[src/rtl/mem_access_stage_if.sv]
// Execute-to-memory/writeback bus of the 8-bit MIPS pipeline.
// master: execute side (drives instruction, sees Stall/writeback); slave: mem_access_stage.
interface mem_access_stage_if;
   logic       Valid_ex;
   logic [7:0] ans_ex;
   logic [7:0] B_bypass;
   logic       Mem_en_ex;
   logic       Mem_rw_ex;
   logic       Mem_mux_sel_ex;
   logic [4:0] Rw_ex;
   logic       Stall;
   logic [7:0] Wb_data;
   logic [4:0] Rw_wb;
   logic       Wb_en;

   modport master (
      output Valid_ex, ans_ex, B_bypass, Mem_en_ex,
      output Mem_rw_ex, Mem_mux_sel_ex, Rw_ex,
      input  Stall, Wb_data, Rw_wb, Wb_en
   );

   modport slave (
      input  Valid_ex, ans_ex, B_bypass, Mem_en_ex,
      input  Mem_rw_ex, Mem_mux_sel_ex, Rw_ex,
      output Stall, Wb_data, Rw_wb, Wb_en
   );
endinterface

[src/rtl/mem_access_stage.sv]
// Memory-access/writeback stage: data RAM, wait-stated loads/stores, stall, writeback.
// Ports: Clk4, Rst (sync, active-high), bus (mem_access_stage_if.slave).
// Optional DMEM_ZERO_INIT_EN: zero the RAM one word per cycle after reset (CLEAR state).
module mem_access_stage #(
   parameter int ADDR_W      = 8,
   parameter int WAIT_STATES = 1
) (
   input  logic                  Clk4,
   input  logic                  Rst,
   mem_access_stage_if.slave     bus
);

`ifdef DMEM_ZERO_INIT_EN
   typedef enum logic [1:0] {S_IDLE, S_ACCESS, S_CLEAR} state_t;
   localparam state_t RST_STATE = S_CLEAR;
`else
   typedef enum logic [1:0] {S_IDLE, S_ACCESS} state_t;
   localparam state_t RST_STATE = S_IDLE;
`endif

   localparam int DEPTH = 1 << ADDR_W;

   logic [7:0]        r_mem [0:DEPTH-1];
   state_t            r_state;
   state_t            w_next;
   logic [1:0]        r_cnt;
   logic [ADDR_W-1:0] r_addr;
   logic [7:0]        r_sdata;
   logic [7:0]        r_ans;
   logic              r_store;
   logic              r_sel;
   logic [4:0]        r_dst;
   logic [7:0]        r_wb_data;
   logic [4:0]        r_rw_wb;
   logic              r_wb_en;
`ifdef DMEM_ZERO_INIT_EN
   logic [ADDR_W-1:0] r_clr_addr;
`endif

   logic              w_mem_we;
   logic [ADDR_W-1:0] w_mem_addr;
   logic [7:0]        w_mem_wdata;
   logic [7:0]        w_rdata;

   assign w_rdata     = r_mem[r_addr];
   assign bus.Stall   = (r_state != S_IDLE);
   assign bus.Wb_data = r_wb_data;
   assign bus.Rw_wb   = r_rw_wb;
   assign bus.Wb_en   = r_wb_en;

   always_comb begin
      w_next      = r_state;
      w_mem_we    = 1'b0;
      w_mem_addr  = r_addr;
      w_mem_wdata = r_sdata;
      unique case (r_state)
         S_IDLE: begin
            if (bus.Valid_ex && bus.Mem_en_ex)
               w_next = S_ACCESS;
         end
         S_ACCESS: begin
            if (r_cnt == 2'd0) begin
               w_next   = S_IDLE;
               w_mem_we = r_store;
            end
         end
`ifdef DMEM_ZERO_INIT_EN
         S_CLEAR: begin
            w_mem_we    = 1'b1;
            w_mem_addr  = r_clr_addr;
            w_mem_wdata = 8'h00;
            if (&r_clr_addr)
               w_next = S_IDLE;
         end
`endif
         default: w_next = S_IDLE;
      endcase
   end

   always_ff @(posedge Clk4) begin
      if (Rst) r_state <= RST_STATE;
      else     r_state <= w_next;
   end

   // Reset gates the write so an abort in the final cycle leaves RAM intact.
   always_ff @(posedge Clk4) begin
      if (!Rst && w_mem_we)
         r_mem[w_mem_addr] <= w_mem_wdata;
   end

   always_ff @(posedge Clk4) begin
      if (Rst) begin
         r_cnt     <= 2'd0;
         r_addr    <= '0;
         r_sdata   <= 8'h00;
         r_ans     <= 8'h00;
         r_store   <= 1'b0;
         r_sel     <= 1'b0;
         r_dst     <= 5'd0;
         r_wb_data <= 8'h00;
         r_rw_wb   <= 5'd0;
         r_wb_en   <= 1'b0;
`ifdef DMEM_ZERO_INIT_EN
         r_clr_addr <= '0;
`endif
      end else begin
         r_wb_en <= 1'b0;
         unique case (r_state)
            S_IDLE: begin
               if (bus.Valid_ex) begin
                  if (bus.Mem_en_ex) begin
                     r_addr  <= bus.ans_ex[ADDR_W-1:0];
                     r_ans   <= bus.ans_ex;
                     r_sdata <= bus.B_bypass;
                     r_store <= bus.Mem_rw_ex;
                     r_sel   <= bus.Mem_mux_sel_ex;
                     r_dst   <= bus.Rw_ex;
                     r_cnt   <= 2'(WAIT_STATES);
                  end else begin
                     r_wb_data <= bus.ans_ex;
                     r_rw_wb   <= bus.Rw_ex;
                     r_wb_en   <= (bus.Rw_ex != 5'd0);
                  end
               end
            end
            S_ACCESS: begin
               if (r_cnt != 2'd0) begin
                  r_cnt <= r_cnt - 2'd1;
               end else if (!r_store) begin
                  r_wb_data <= r_sel ? w_rdata : r_ans;
                  r_rw_wb   <= r_dst;
                  r_wb_en   <= (r_dst != 5'd0);
               end
            end
`ifdef DMEM_ZERO_INIT_EN
            S_CLEAR: r_clr_addr <= r_clr_addr + 1'b1;
`endif
            default: ;
         endcase
      end
   end

endmodule

[src/flat_wrapper.sv]
// flat-port wrapper written by rule: the top's interface ports become plain ports
module mem_access_stage_flat 
#(
   parameter int ADDR_W      = 8,
   parameter int WAIT_STATES = 1
)
  (Clk4, Rst, bus_Valid_ex, bus_ans_ex, bus_B_bypass, bus_Mem_en_ex, bus_Mem_rw_ex, bus_Mem_mux_sel_ex, bus_Rw_ex, bus_Stall, bus_Wb_data, bus_Rw_wb, bus_Wb_en);
  mem_access_stage_if bus_i ();
  input  logic Clk4;
  input  logic Rst;
  input wire logic [$bits(bus_i.Valid_ex)-1:0] bus_Valid_ex;
  input wire logic [$bits(bus_i.ans_ex)-1:0] bus_ans_ex;
  input wire logic [$bits(bus_i.B_bypass)-1:0] bus_B_bypass;
  input wire logic [$bits(bus_i.Mem_en_ex)-1:0] bus_Mem_en_ex;
  input wire logic [$bits(bus_i.Mem_rw_ex)-1:0] bus_Mem_rw_ex;
  input wire logic [$bits(bus_i.Mem_mux_sel_ex)-1:0] bus_Mem_mux_sel_ex;
  input wire logic [$bits(bus_i.Rw_ex)-1:0] bus_Rw_ex;
  output wire logic [$bits(bus_i.Stall)-1:0] bus_Stall;
  output wire logic [$bits(bus_i.Wb_data)-1:0] bus_Wb_data;
  output wire logic [$bits(bus_i.Rw_wb)-1:0] bus_Rw_wb;
  output wire logic [$bits(bus_i.Wb_en)-1:0] bus_Wb_en;
  assign bus_i.Valid_ex = bus_Valid_ex;
  assign bus_i.ans_ex = bus_ans_ex;
  assign bus_i.B_bypass = bus_B_bypass;
  assign bus_i.Mem_en_ex = bus_Mem_en_ex;
  assign bus_i.Mem_rw_ex = bus_Mem_rw_ex;
  assign bus_i.Mem_mux_sel_ex = bus_Mem_mux_sel_ex;
  assign bus_i.Rw_ex = bus_Rw_ex;
  assign bus_Stall = bus_i.Stall;
  assign bus_Wb_data = bus_i.Wb_data;
  assign bus_Rw_wb = bus_i.Rw_wb;
  assign bus_Wb_en = bus_i.Wb_en;
  mem_access_stage #(.ADDR_W(ADDR_W), .WAIT_STATES(WAIT_STATES)) u_core (.Clk4(Clk4), .Rst(Rst), .bus(bus_i));
endmodule
[config.mk]
export PLATFORM = sky130hd
export DESIGN_NAME = mem_access_stage_flat
export DESIGN_NICKNAME = d
export VERILOG_FILES = /design/src/rtl/mem_access_stage_if.sv /design/src/rtl/mem_access_stage.sv /design/src/flat_wrapper.sv
export SDC_FILE = /design/constraint.sdc
export NUM_CORES = 2
export LEC_CHECK = 0
export BUFFER_PORTS_ARGS = -buffer_cell sky130_fd_sc_hd__clkbuf_2
export CORE_MARGIN = 5
export CORE_UTILIZATION = 31
export CTS_CLUSTER_SIZE = 25
export DETAILED_ROUTE_END_ITERATION = 8
export HOLD_SLACK_MARGIN = 0.05
export SLEW_MARGIN = 10
export SYNTH_ARGS = -nofsm -noshare
export SYNTH_HDL_FRONTEND = slang
export SYNTH_SLANG_ARGS = --single-unit
[constraint.sdc]
create_clock -name Clk4 -period 12.6 [get_ports Clk4]
set_input_delay 1.89 -clock Clk4 [delete_from_list [all_inputs] [get_ports Clk4]]
set_output_delay 1.89 -clock Clk4 [all_outputs]
set_load 0.05 [all_outputs]
# Word level (Yosys, flattened, before mapping)
# Memories as Yosys holds them, arrays and structs flattened. A register that Yosys moved wholly into a read port is not among the register bits.
# Cells that the tools add are included.
[word_totals] word_cells=64 latchBits=0 ram_bits=2048 mem_bits_ro=0 output_inout_bits=15 regBits=41 mem_count=1
[classes] mul=0 shift=0 order_cmp=0 n_bitwise=0 n_mux=29 n_reduce_logical=14 div_mod_pow=0 eq_ne=9 add_sub_neg=1
[memory_table] memory="u_core.r_mem" words=256 width=8 rd=1 rd_ports_with_merged_regs=1 write_ports=1 line_no="mem_access_stage.sv:23" rtl="logic [7:0] r_mem [0:DEPTH-1];"
[ops] op="$mux 8" n=7
[ops] op="$mux 5" n=4
[ops] op="$pmux 8 s2" n=1
[ops] op="$mux 2" n=5
[ops] op="$ne 2x2->1 const B" n=5
[ops] op="$pmux 5 s2" n=1
[ops] op="$reduce_bool 5->1" n=2
[ops] op="$mux 1" n=8
[ops] op="$pmux 2 s2" n=2
[ops] op="$ne 2x1->1 const B" n=3
[ops] op="$reduce_bool 2->1" n=3
[ops] op="$reduce_and 5->1" n=1
[ops] op="$logic_not 2->1" n=2
[ops] op="$reduce_and 4->1" n=1
[ops] op="$reduce_and 3->1" n=1
[ops] op="$eq 2x1->1 const B" n=1
[ops] op="$logic_and 1x1->1" n=2
[ops] op="$pmux 1 s2" n=1
[ops] op="$reduce_and 2->1" n=1
[ops] op="$sub 2x1->2 const B" n=1
[ops] op="$logic_not 1->1" n=1

# Depth between registers and ports, before layout
[logic_depth] depth_word=6 mapped_depth=14

# Worst setup path before layout
# Ideal clock, no wire load.
[synth_timing] path_type="reg2reg" from="reg u_core.r_sdata[0]" to="mem u_core.r_mem[0][0] (data pin)" path_slack_ns=8.347 required_time_ns=11.744 stages_incl_launch_ff=1 n_path_buf=0 synth_period_minus_slack_ns=4.253 setup_ns=0.856 arrival_ns=3.397 path_cell_list="dfxtp_1"
[synth_lines] element="start, declared" line_no="mem_access_stage.sv:28" rtl="logic [7:0] r_sdata;"
[synth_lines] element="start signal, assigned" line_no="mem_access_stage.sv:114" rtl="r_sdata <= bus.B_bypass;"
[synth_lines] element="end, declared" line_no="mem_access_stage.sv:23"
# Straight into the memory's write port.

==> results.yml <==
global_routing:
  grt_pass1_wl_microns: 309000
  track_usage: 0.152
  antenna_found_initial: 8
  grt_pass1_vias: 42000
  gr-total-overflow: 0
  grt_max_degree: 127
yosys:
  synth_nets: 4201
  async_flop_share: 0
  synth_area_leaders: "edfxtp_1, mux4_2, mux2i_1, nor2_1, mux4_1"
  synth_flop_cell: "edfxtp_1"
  synth_area_leader_cell: "edfxtp_1"
  synth.avg_cell_area_sq_um: 19.8
  synth_edf_count: 2048
  syn_area_sq_um: 82500
  yosys.cell_types.count: 72
  yosysTopAreaCellShare: 0.746
  synth_seq_cells: 2096
  ys_seq_area_frac: 0.757
  synthCells: 4173
  ys_warn_count: 0
final_layout:
  mostFrequentLayoutCell: "edfxtp_1"
  regArea_sq_um: 62500
  area_delta_synth_final_pct: 12.2
  nets: 4272
  multi_input_area_sq_um: 18100
  drive_gt1_frac: 0.192
  nFillCells: 24400
  layout_common_cells: "edfxtp_1, mux4_2, nor2_1"
sta:
  max_freq_mhz: 198
  fin_worst_skew_ps: 44.8
  slew_violations: 0
  setup_violations: 0
  period_share: 0.401
  tightestPinTransition_ps: 1360
  min_period_ps: 5050
  relSlewSlack: 0.0825
  worst_slack_ps: 7550
  finalSetupTns_ps: 0
  hold_violations: 0
  rsz0062_at_grt: "false"
pwr:
  cellLeakagePower_nw: 25.6
  power_density_nw_per_um2: 154
  ir_drop_uv: 142
cts:
  cts_sinks: 2096
  cts_made_buffers: 191
  post_cts_buffers: 0
  cts_tree: "done"
  clock-root-buffer: "clkbuf_16"
  insertion_delay_ps: 850
  cts_resized: 0
  cts.path.max_buffers: 3
  htree_levels: 4
  cts_hold_buf: 0
  clkTransAtPathRegs_ps: 70
hold_path:
  min_path_type: "reg -> reg"
detailed_routing:
  totalWireLength_microns: 215000
  viasPerCell: 5.22
  drtIter0Drc: 4413
  vias: 41500
  routedWlPerCell_microns: 27.1
  postRouteAntennaNets: 0
  first_pass_iters: 8
  remaining_drc_errors: 0
setup_path:
  start_kind: "register"
  crit_type: "reg -> reg"
  critPathCaptureType: "register"
  required_ps: 13330
  crit_path_end: "u_core.bus.Wb_data[0]"
  arrival_ps: 5780
  crit_fanout: 102
  r2r_end: "u_core.bus.Wb_data[0]"
  crit_slowest_cell: "a2111oi_0"
  reg2regPathDepth: 9
  slowest_delay_ps: 920
  path_cells: "buf_12 -> buf_4 -> mux4_2 -> nand2_1 -> nand2_1 -> a2111oi_0 -> a2111oi_0 -> and3_1 -> or4_1"
  ff2ff_setup_slack_ps: 7550
die:
  die_w_microns: 526
  dieArea_sq_um: 276000
  placeableCoreArea_sq_um: 265000
  die_h_microns: 526
  pin_count: 42
  rows: 189
  start_util: 0.311
flow_run:
  drv_cap: 0
place:
  hpwlAfterDp_microns: 131000
  io_buffers: 41
  post-place-ws_ps: 7160
  routabilityCongestion: 0.872
status:
  outcome: "complete, no violations"
[worst max-delay path: cells and delay by family (launching register included)]
kind | cells | cell delay [ps]
muxes | 1 | 590
DFF | 1 | 730
and+or+nand+nor | 4 | 890
AOI/OAI and AO/OA | 2 | 1230
buffers and inverters | 2 | 1270
[stage by stage]
step / instances / area, sq um / total power, W / hold slack (ps) / utilization
6_report: 7948 / 92500 / 0.0142 / 473 / 0.349
5_1_grt: 7946 / 92500 / 0.0146 / 493 / 0.349
4_1_cts: 7941 / 92500 / 0.0143 / 472 / 0.349
3_5_place_dp: 7583 / 86000 / 0.00837 / 465 / 0.324
3_3_place_gp: 7583 / 86000 / 0.00836 / 458 / 0.324
2_1_floorplan: 4173 / 82500 / 0.00819 / 443 / -
[area by class of cell]
type,count,share of cell area
Sequential cell,2096,0.676
Inverter,9,0.000379
Antenna cell,6,0.000162
Tap cell,3533,0.0478
Clock buffer,234,0.0563
Multi-Input combinational cell,1822,0.196
Clock inverter,124,0.0140
Timing Repair Buffer,124,0.00971
[logic make-up (layout without fill, tap and decap cells)]
| logic type | count (synthesis) | after routing | share of synthesized area |
|---|---|---|---|
| multiplexers | 654 | 654 | 0.145 |
| adder cells (fa/ha/maj) | 1 | 1 | 0.000152 |
| AO/OA/AOI/OAI | 395 | 395 | 0.0328 |
| other | 0 | 6 | 0 |
| flip-flops | 2096 | 2096 | 0.757 |
| buffers and inverters | 255 | 491 | 0.0231 |
| AND/OR/NAND/NOR | 772 | 772 | 0.0418 |
[sequential cells by signal, indices dropped and copies added, names as in the netlist, named ones only]
| register | flops |
|---|---|
| u_core.bus.Rw_wb | 5 |
| u_core.r_dst | 5 |
| u_core.r_state | 1 |
| u_core.r_addr | 8 |
| u_core.r_store | 1 |
| u_core.r_cnt | 2 |
| u_core.r_mem | 2048 |
| u_core.bus.Wb_data | 8 |
| u_core.bus.Wb_en | 1 |
| u_core.r_sdata | 8 |
| u_core.r_sel | 1 |
[cell usage after synthesis, drive strengths merged (10+ instances only)]
master   number
a21oi        89
and3         13
buf         146
or4          10
nor2b        13
nor3         46
dfxtp        48
o21ai        29
a22oi        20
o22ai        88
nor4         30
a211oi       29
nor2        340
nand2       197
nand4        14
o221ai       43
mux2i       228
nor3b        10
and2         16
nand2b       12
nand3        46
a2111oi      19
mux4        418
edfxtp     2048
a31oi        14
clkbuf       99
[where the power goes]
group          switching (W)  total, W  internal (W)
Sequential         0.0000410   0.00768       0.00764
Combinational       0.000367  0.000538      0.000171
Clock                0.00253   0.00600       0.00347
Total                0.00294    0.0142        0.0113
[layer usage]
layer	up-vias	part of all wire	GRT usage
li1	17300	-	-
met1	21800	0.40	0.198
met2	1889	0.48	0.245
met3	415	0.080	0.0331
met4	0	0.046	0.0673
met5	-	0	0
[worst min path at each step]
stage,startpoint,end,slack (ps),cells after the start
after floorplan,u_core.r_dst[4],u_core.r_dst[4],440,2
after global routing,u_core.r_store,u_core.r_store,490,2
after detailed placement,u_core.r_dst[4],u_core.r_dst[4],470,2
after global placement,u_core.r_dst[4],u_core.r_dst[4],460,2
after CTS,u_core.r_dst[4],u_core.r_dst[4],470,2
final,u_core.r_dst[4],u_core.r_dst[4],470,2
(Power assumes the default switching activity.)
